`config.mk`:
```
export PLATFORM = sky130hd
export DESIGN_NAME = spi_slave_exch_byte
export DESIGN_NICKNAME = d
export VERILOG_FILES = /design/src/rtl/spi_slave_exch_byte.sv
export SDC_FILE = /design/constraint.sdc
export NUM_CORES = 1
export LEC_CHECK = 0
export ABC_AREA = 1
export BUFFER_PORTS_ARGS = -buffer_cell sky130_fd_sc_hd__buf_2
export CORE_MARGIN = 2
export CORE_UTILIZATION = 55
export DETAILED_ROUTE_END_ITERATION = 7
export GPL_TIMING_DRIVEN = 1
export PLACE_DENSITY = 0.76
export SYNTH_ARGS = -nofsm -noshare
export SYNTH_HDL_FRONTEND = slang
export SYNTH_SLANG_ARGS = --single-unit
export TNS_END_PERCENT = 20
```
`constraint.sdc`:
```
create_clock -name clk_i -period 1.7 [get_ports clk_i]
set_input_delay 0.085 -clock clk_i [delete_from_list [all_inputs] [get_ports clk_i]]
set_output_delay 0.085 -clock clk_i [all_outputs]
set_load 0.02 [all_outputs]
```
`src/rtl/spi_slave_exch_byte.sv`:
```
// SPI mode-0 slave that exchanges BYTE-bit words with a master while oversampling
// the SPI pins in the clk_i domain, with a one-word TX holding register.
module spi_slave_exch_byte #(
  parameter int unsigned BYTE        = 8,
  parameter int unsigned SYNC_STAGES = 2   // must be >= 2
) (
  input  logic            clk_i,
  input  logic            arst_i,
  input  logic            sclk_i,
  input  logic            cs_n_i,
  input  logic            mosi_i,
  output logic            miso_o,
  output logic            miso_oe_o,
  input  logic            msb_lsb_sel_i,
  input  logic [BYTE-1:0] tx_data_i,
  input  logic            tx_valid_i,
  output logic            tx_ready_o,
  output logic [BYTE-1:0] rx_data_o,
  output logic            rx_valid_o,
  output logic            tx_underrun_o,
  output logic            abort_o,
  output logic            busy_o
);

  localparam int unsigned CntW = $clog2(BYTE) + 1;
  localparam logic [CntW-1:0] CntMax  = CntW'(BYTE);
  localparam logic [CntW-1:0] CntLast = CntW'(BYTE - 1);

  typedef enum logic [1:0] {
    StateIdle,
    StateLoad,
    StateShift
  } state_e;

  function automatic logic [BYTE-1:0] f_bitrev(input logic [BYTE-1:0] v);
    logic [BYTE-1:0] r;
    for (int unsigned i = 0; i < BYTE; i++) begin
      r[i] = v[BYTE-1-i];
    end
    return r;
  endfunction

  // Input synchronizers
  logic [SYNC_STAGES-1:0] r_sclk_sync;
  logic [SYNC_STAGES-1:0] r_cs_n_sync;
  logic [SYNC_STAGES-1:0] r_mosi_sync;
  logic                   r_sclk_d;
  logic                   r_cs_n_d;

  always_ff @(posedge clk_i or posedge arst_i) begin
    if (arst_i) begin
      r_sclk_sync <= '0;
      r_cs_n_sync <= '1;
      r_mosi_sync <= '0;
      r_sclk_d    <= 1'b0;
      r_cs_n_d    <= 1'b1;
    end else begin
      r_sclk_sync <= {r_sclk_sync[SYNC_STAGES-2:0], sclk_i};
      r_cs_n_sync <= {r_cs_n_sync[SYNC_STAGES-2:0], cs_n_i};
      r_mosi_sync <= {r_mosi_sync[SYNC_STAGES-2:0], mosi_i};
      r_sclk_d    <= r_sclk_sync[SYNC_STAGES-1];
      r_cs_n_d    <= r_cs_n_sync[SYNC_STAGES-1];
    end
  end

  logic w_sclk;
  logic w_cs_n;
  logic w_mosi;
  logic w_rise;
  logic w_fall;
  logic w_cs_fall;
  logic w_cs_rise;

  assign w_sclk    = r_sclk_sync[SYNC_STAGES-1];
  assign w_cs_n    = r_cs_n_sync[SYNC_STAGES-1];
  assign w_mosi    = r_mosi_sync[SYNC_STAGES-1];
  assign w_rise    = w_sclk & ~r_sclk_d;
  assign w_fall    = ~w_sclk & r_sclk_d;
  assign w_cs_fall = ~w_cs_n & r_cs_n_d;
  assign w_cs_rise = w_cs_n & ~r_cs_n_d;

  state_e            r_state;
  logic [CntW-1:0]   r_cnt;
  logic [BYTE-1:0]   r_rx_shift;
  logic [BYTE-1:0]   r_tx_shift;
  logic [BYTE-1:0]   r_tx_hold;
  logic              r_tx_ready;
  logic              r_rx_pend;
  logic              r_miso;
  logic              r_miso_oe;
  logic              r_busy;
  logic [BYTE-1:0]   r_rx_data;
  logic              r_rx_valid;
  logic              r_underrun;
  logic              r_abort;

  logic              w_word_done;
  logic              w_consume;
  logic [BYTE-1:0]   w_tx_word;

  // The BYTE-th rise completes the word even if cs_n rises in the same cycle.
  assign w_word_done = (r_state == StateShift) & w_rise & (r_cnt == CntLast);
  assign w_consume   = (r_state == StateLoad) & ~w_cs_rise & ~r_tx_ready;
  // The shift register always emits bit 0 first, so MSB-first needs a reversal.
  assign w_tx_word   = r_tx_ready    ? '1 :
                       msb_lsb_sel_i ? r_tx_hold : f_bitrev(r_tx_hold);

  // TX holding register; a same-cycle capture wins over the consume.
  always_ff @(posedge clk_i or posedge arst_i) begin
    if (arst_i) begin
      r_tx_hold  <= '0;
      r_tx_ready <= 1'b1;
    end else begin
      if (w_consume) begin
        r_tx_ready <= 1'b1;
      end
      if (tx_valid_i && r_tx_ready) begin
        r_tx_hold  <= tx_data_i;
        r_tx_ready <= 1'b0;
      end
    end
  end

  always_ff @(posedge clk_i or posedge arst_i) begin
    if (arst_i) begin
      r_state    <= StateIdle;
      r_cnt      <= '0;
      r_rx_shift <= '0;
      r_tx_shift <= '1;
      r_rx_pend  <= 1'b0;
      r_miso     <= 1'b1;
      r_miso_oe  <= 1'b0;
      r_busy     <= 1'b0;
      r_rx_data  <= '0;
      r_rx_valid <= 1'b0;
      r_underrun <= 1'b0;
      r_abort    <= 1'b0;
    end else begin
      r_rx_valid <= 1'b0;
      r_underrun <= 1'b0;
      r_abort    <= 1'b0;
      r_rx_pend  <= w_word_done;

      if (r_rx_pend) begin
        r_rx_data  <= msb_lsb_sel_i ? r_rx_shift : f_bitrev(r_rx_shift);
        r_rx_valid <= 1'b1;
      end

      unique case (r_state)
        StateIdle: begin
          r_miso <= 1'b1;
          if (w_cs_fall) begin
            r_state   <= StateLoad;
            r_miso_oe <= 1'b1;
            r_busy    <= 1'b1;
          end
        end

        StateLoad: begin
          if (w_cs_rise) begin
            r_state   <= StateIdle;
            r_miso    <= 1'b1;
            r_miso_oe <= 1'b0;
            r_busy    <= 1'b0;
          end else begin
            r_state    <= StateShift;
            r_tx_shift <= {1'b1, w_tx_word[BYTE-1:1]};
            r_miso     <= w_tx_word[0];
            r_underrun <= r_tx_ready;
            r_cnt      <= '0;
            r_rx_shift <= '0;
          end
        end

        StateShift: begin
          if (w_rise && (r_cnt != CntMax)) begin
            r_rx_shift <= {w_mosi, r_rx_shift[BYTE-1:1]};
            r_cnt      <= r_cnt + 1'b1;
          end
          if (w_cs_rise) begin
            r_state   <= StateIdle;
            r_miso    <= 1'b1;
            r_miso_oe <= 1'b0;
            r_busy    <= 1'b0;
            r_abort   <= (r_cnt != '0) && (r_cnt != CntMax) && !w_word_done;
          end else if (w_fall) begin
            if (r_cnt == CntMax) begin
              r_state <= StateLoad;
            end else begin
              r_miso     <= r_tx_shift[0];
              r_tx_shift <= {1'b1, r_tx_shift[BYTE-1:1]};
            end
          end
        end

        default: begin
          r_state   <= StateIdle;
          r_miso    <= 1'b1;
          r_miso_oe <= 1'b0;
          r_busy    <= 1'b0;
        end
      endcase
    end
  end

  assign miso_o        = r_miso;
  assign miso_oe_o     = r_miso_oe;
  assign tx_ready_o    = r_tx_ready;
  assign rx_data_o     = r_rx_data;
  assign rx_valid_o    = r_rx_valid;
  assign tx_underrun_o = r_underrun;
  assign abort_o       = r_abort;
  assign busy_o        = r_busy;

endmodule

```
# Yosys cells after proc, flatten, opt, wreduce, memory -nomap -nowiden
# Cells that the tools add are included.
# word_totals
wordCells	98
output_inout_bits	15
in_bits	15
regBits	53
# classes
mux	35
bitwise_logic	14
n_reduce_logical	15
n_addsub	1
n_eq_ne	15
# op_table
cell	n
two-way mux 8 bit	9
one-hot mux 8 bit (2 select lines)	2
two-way mux 1 bit	13
two-way mux 2 bit	5
!= test 2 bit (second input constant)	5
AND 1 bit	8
two-way mux 4 bit	2
one-hot mux 4 bit (2 select lines)	1
!= test 3 bit (second input constant)	2
NOT 1 bit	6
one-hot mux 2 bit (3 select lines)	1
AND reduction 3 bit	2
AND reduction 5 bit	1
adder 4 x 1 -> 4 bit (second input constant)	1
equality test 4 x 3 -> 1 bit (second input constant)	1
equality test 4 bit (second input constant)	1
logical AND 1 bit	4
!= test 2 x 1 -> 1 bit (second input constant)	2
!= test 4 bit (second input constant)	1
one-hot mux 1 bit (2 select lines)	2
AND reduction 2 bit	2
nonzero test 2 bit	2
nonzero test 4 bit	1
!= test 3 x 2 -> 1 bit (second input constant)	1
5 further kinds	5

# Logic depth before layout (Yosys ltp)
# depth
word_depth	8
depth_mapped	9
mapped_depth_nobuf	8

# Worst setup path before layout
# Ideal clock, no wire load.
# synth_timing
path_kind	register -> register
start	register r_state[0]
end	register r_tx_shift[0]
required_time_ns	1.624
synth_period_minus_slack_ns	1.391
path_stages_with_launch	9
arrival_time_ns	1.316
path_slack_ns	0.309
path_buffers	0
setup_time_ns	0.076
path_cell_list	dfrtp_1 inv_1 ha_1 nor2_1 nand3_1 nand2_1 inv_1 nand3_1 nand2_1
# synth_between
elab_chain_cells	3
word_cells_on_any_way	9
cone_classes	eq/ne: 6; mux: 1; reduce/logical: 2
# synth_lines
element	line	text
start: declaration	82	state_e r_state;
start signal: assignment	126	r_state <= StateIdle;
start signal: assignment	153	r_state <= StateLoad;
start signal: assignment	161	r_state <= StateIdle;
equality test 2 bit / equality test 2 x 1 -> 1 bit (equally long branches)	149	unique case (r_state)
!= test 2 bit (no source line) / nonzero test 2 bit (equally long branches)	n/a	
AND reduction 5 bit (no source line)	n/a	
end signal: assignment	167	r_tx_shift <= {1'b1, w_tx_word[BYTE-1:1]};
end signal: assignment	191	r_tx_shift <= {1'b1, r_tx_shift[BYTE-1:1]};
end: declaration	85	logic [BYTE-1:0] r_tx_shift;
# Parallel ways exist; a longest one is shown, timed or not.
# A chain may end at the register's enable or synchronous reset.

# Final worst setup path
# layout_timing
start	register r_state[0]
end	register r_tx_shift[6]
# Same word-level chain as after synthesis.

==> results.toml <==
[route]
drt_iter0_markers = 130
first_pass_iters = 5
drc = 0
num_vias = 2044
ant_nets = 0
viasPerCell = 5.16
routedWlPerCell_um = 12.0
wl_um = 4750

[grt]
grt_pass1_wl_um = 8240
grt_max_degree = 30
grt_overflow_total = 0
grt_pass1_vias = 1959
antenna_found_initial = 0
grt_usage_pct = 20.2

[finish]
area_growth_syn_to_layout_pct = 16.8
n_antenna_cell = 0
drive_gt1_share_pct = 23.8
fin_nets = 365
final_cell_area_sq_mm = 0.00293

[sta]
tightest_slew_ps = 526
setup_viol = 0
maxSlewViolCount = 0
final.setup.tns_ps = 0
finalCritPeriodShare_pct = 90.0
slew_headroom_pct = 64.9
hold_violations = 0
finalClockSkew_ps = 8.14
max_freq_mhz = 653
rsz0062_at_grt = "no"
post-route-min-period_ps = 1530

[die]
design.core.area_sq_mm = 0.00438
rows = 24
pin_count = 30
die_area_sq_mm = 0.00511
die_w_um = 71.5
start_util_pct = 57.1
fp.dieH_um = 71.5

[yosys]
synth_top_area_share_pct = 40.0
avgSynthCellArea_sq_um = 8.41
yosys_most_used_dff = "dfrtp_1"
postSynth.asyncResetShare_pct = 100
synthCells = 298
ys_seq_area_share_pct = 52.5
synth_edf_count = 0
synth.distinct_cells = 25
yosysTopAreaCell = "dfrtp_1"
ys_ff_latch = 52
synth_nets = 320
synthesis.area_sq_mm = 0.00250
ys_warn_count = 0
synth_area_leaders = "dfrtp_1, nand2_1, dfstp_2"

[critical_path]
crit_top_cell = "nand2_1"
reg2regPathDepth = 8
cp.depth = 8
worstPathRequired_ps = 1930
crit_family = "flip-flops"
critPathMaxStageDelay_ps = 390
arrival_ps = 1770
critPathKind = "reg2reg"
path_max_fanout = 9
slowest_stage = "dfrtp_1"
critical_path.endpoint_type = "flip-flop"
path_cells = "inv_1 -> ha_1 -> inv_2 -> nor2_1 -> a21oi_4 -> nand2_4 -> nand2_1 -> nand2_1"
worst_setup_path_start_kind = "flip-flop"
critPathBufInv = 2

[power_and_ir_drop]
ir_worst_vdd_mv = 0.774
power_per_cell_area_mw_per_mm2 = 1390
p_total_mw = 4.06
p_leak_nw = 1.44

[min_path]
min_path_type = "in2reg"
worstHoldPathCells = 3

[place]
placed_cell_area_sq_mm = 0.00272
routabilityCongestion = 0.868
io_buffer_count = 29
dp_hpwl_um = 3320

[clock_tree]
root_buffer = "clkbuf_8"
insertion_delay_ps = 300
cts_sinks = 52
htree_levels = 2
clk_path_buf_depth = 2
tritoncts = "yes"
clkTransAtPathRegs_ps = 90
post_cts_resized = 0
cts_buffers = 5

[run_status]
status = "finished, final reports clean"

[run]
maxCapViolCount = 0
[area by class of cell]
cell class	count	area, sq um
Timing Repair Buffer	47	335
Clock buffer	7	76.3
Fill cell	358	1460
Multi-Input combinational cell	212	1030
Clock inverter	1	5.00
Inverter	25	93.8
Sequential cell	52	1320
Tap cell	52	65.1
[state kept, by name, indices dropped and copies added, names as in the netlist, 2 cells and up]
signal and cells:
r_tx_hold 8, r_rx_shift 8, r_sclk_sync 2, r_state 2
r_tx_shift 7, r_mosi_sync 2, rx_data_o 8, r_cnt 4
r_cs_n_sync 2
[layout by cell type, fill, tap and decap left out]
cell type / instances
clkinv_1: 1
ha_1: 7
nor2_1: 18
a31oi_1: 8
clkbuf_1: 2
xor2_1: 1
buf_12: 2
clkbuf_8: 5
nand4_1: 1
a21oi_1: 3
buf_4: 4
nand2_1: 122
dfstp_2: 12
clkinv_2: 1
dlygate4sd3_1: 12
nand2_4: 1
nand3_1: 24
inv_2: 4
o21ai_2: 12
nand3_2: 1
or2_2: 6
nor3_1: 1
dfrtp_1: 40
inv_1: 20
a21oi_4: 1
nand2_2: 4
buf_2: 29
o21ai_0: 2
[kinds of logic after synthesis]
| logic type | synth area share (%) |
|---|---|
| and+or+nand+nor | 29.6 |
| DFF | 52.5 |
| buffers and inverters | 6.19 |
| AOI/OAI and AO/OA | 7.84 |
| adders and majority gates | 3.50 |
| xor gates and xnor gates | 0.350 |
[metal layers]
| layer | GRT usage, % | up-vias | wire length (um) |
|---|---|---|---|
| li1 | - | 1019 | - |
| met1 | 25.5 | 971 | 2110 |
| met2 | 34.8 | 47 | 2380 |
| met3 | 4.36 | 7 | 196 |
| met4 | 6.71 | 0 | 63 |
| met5 | 0 | - | 0 |
[per-stage QoR]
step	worst slack (ps)	hold WS, ps	util (%)	cells
2_1_floorplan	309	89.5	-	298
3_3_place_gp	236	152	62.0	375
3_5_place_dp	173	152	62.0	375
4_1_cts	171	178	66.6	395
5_1_grt	7.86	201	66.7	396
6_report	169	190	66.7	396
[Yosys cell counts, types with 2 or more instances]
master	instances
inv_1	21
buf_4	2
nand3_1	24
nand2_2	4
o21ai_2	12
a21oi_1	3
ha_1	7
dfstp_2	12
buf_2	4
nor2_1	18
or2_2	6
o21ai_0	2
a31oi_1	8
inv_2	3
dfrtp_1	40
buf_6	2
nand2_1	122
[worst min-delay path: cells and delay by family]
kind | cells | cell delay [ps]
AND/OR/NAND/NOR | 1 | 90
AO/OA/AOI/OAI | 1 | 70
buffers and inverters | 1 | 210
[path summary, 6_finish.rpt]
| path | from | to | slack, ps |
|---|---|---|---|
| worst max-delay path | r_state[0] | r_tx_shift[6] | 170 |
| worst min-delay path | msb_lsb_sel_i | rx_data_o[2] | 190 |
| worst max register to register | r_state[0] | r_tx_shift[6] | 170 |
| worst min register to register | r_mosi_sync[0] | r_mosi_sync[1] | 350 |
| max in group asynchronous | arst_i | r_cs_n_sync[0] | 730 |
| min in group asynchronous | arst_i | rx_data_o[4] | 350 |
[power by group]
part           leakage, nW  internal, mW  total [mW]  switching, mW
registers            0.614          1.59        1.80          0.207
logic                0.782         0.604        1.58          0.979
clock network       0.0422         0.290       0.683          0.393
[what timing repair did]
action,4_1_cts,5_1_grt
hold endpoints to repair,25,0
endpoints found under the setup margin,0,1
setup buffers,0,1
hold buffers,12,0
Power figures use the tool's default switching activity.
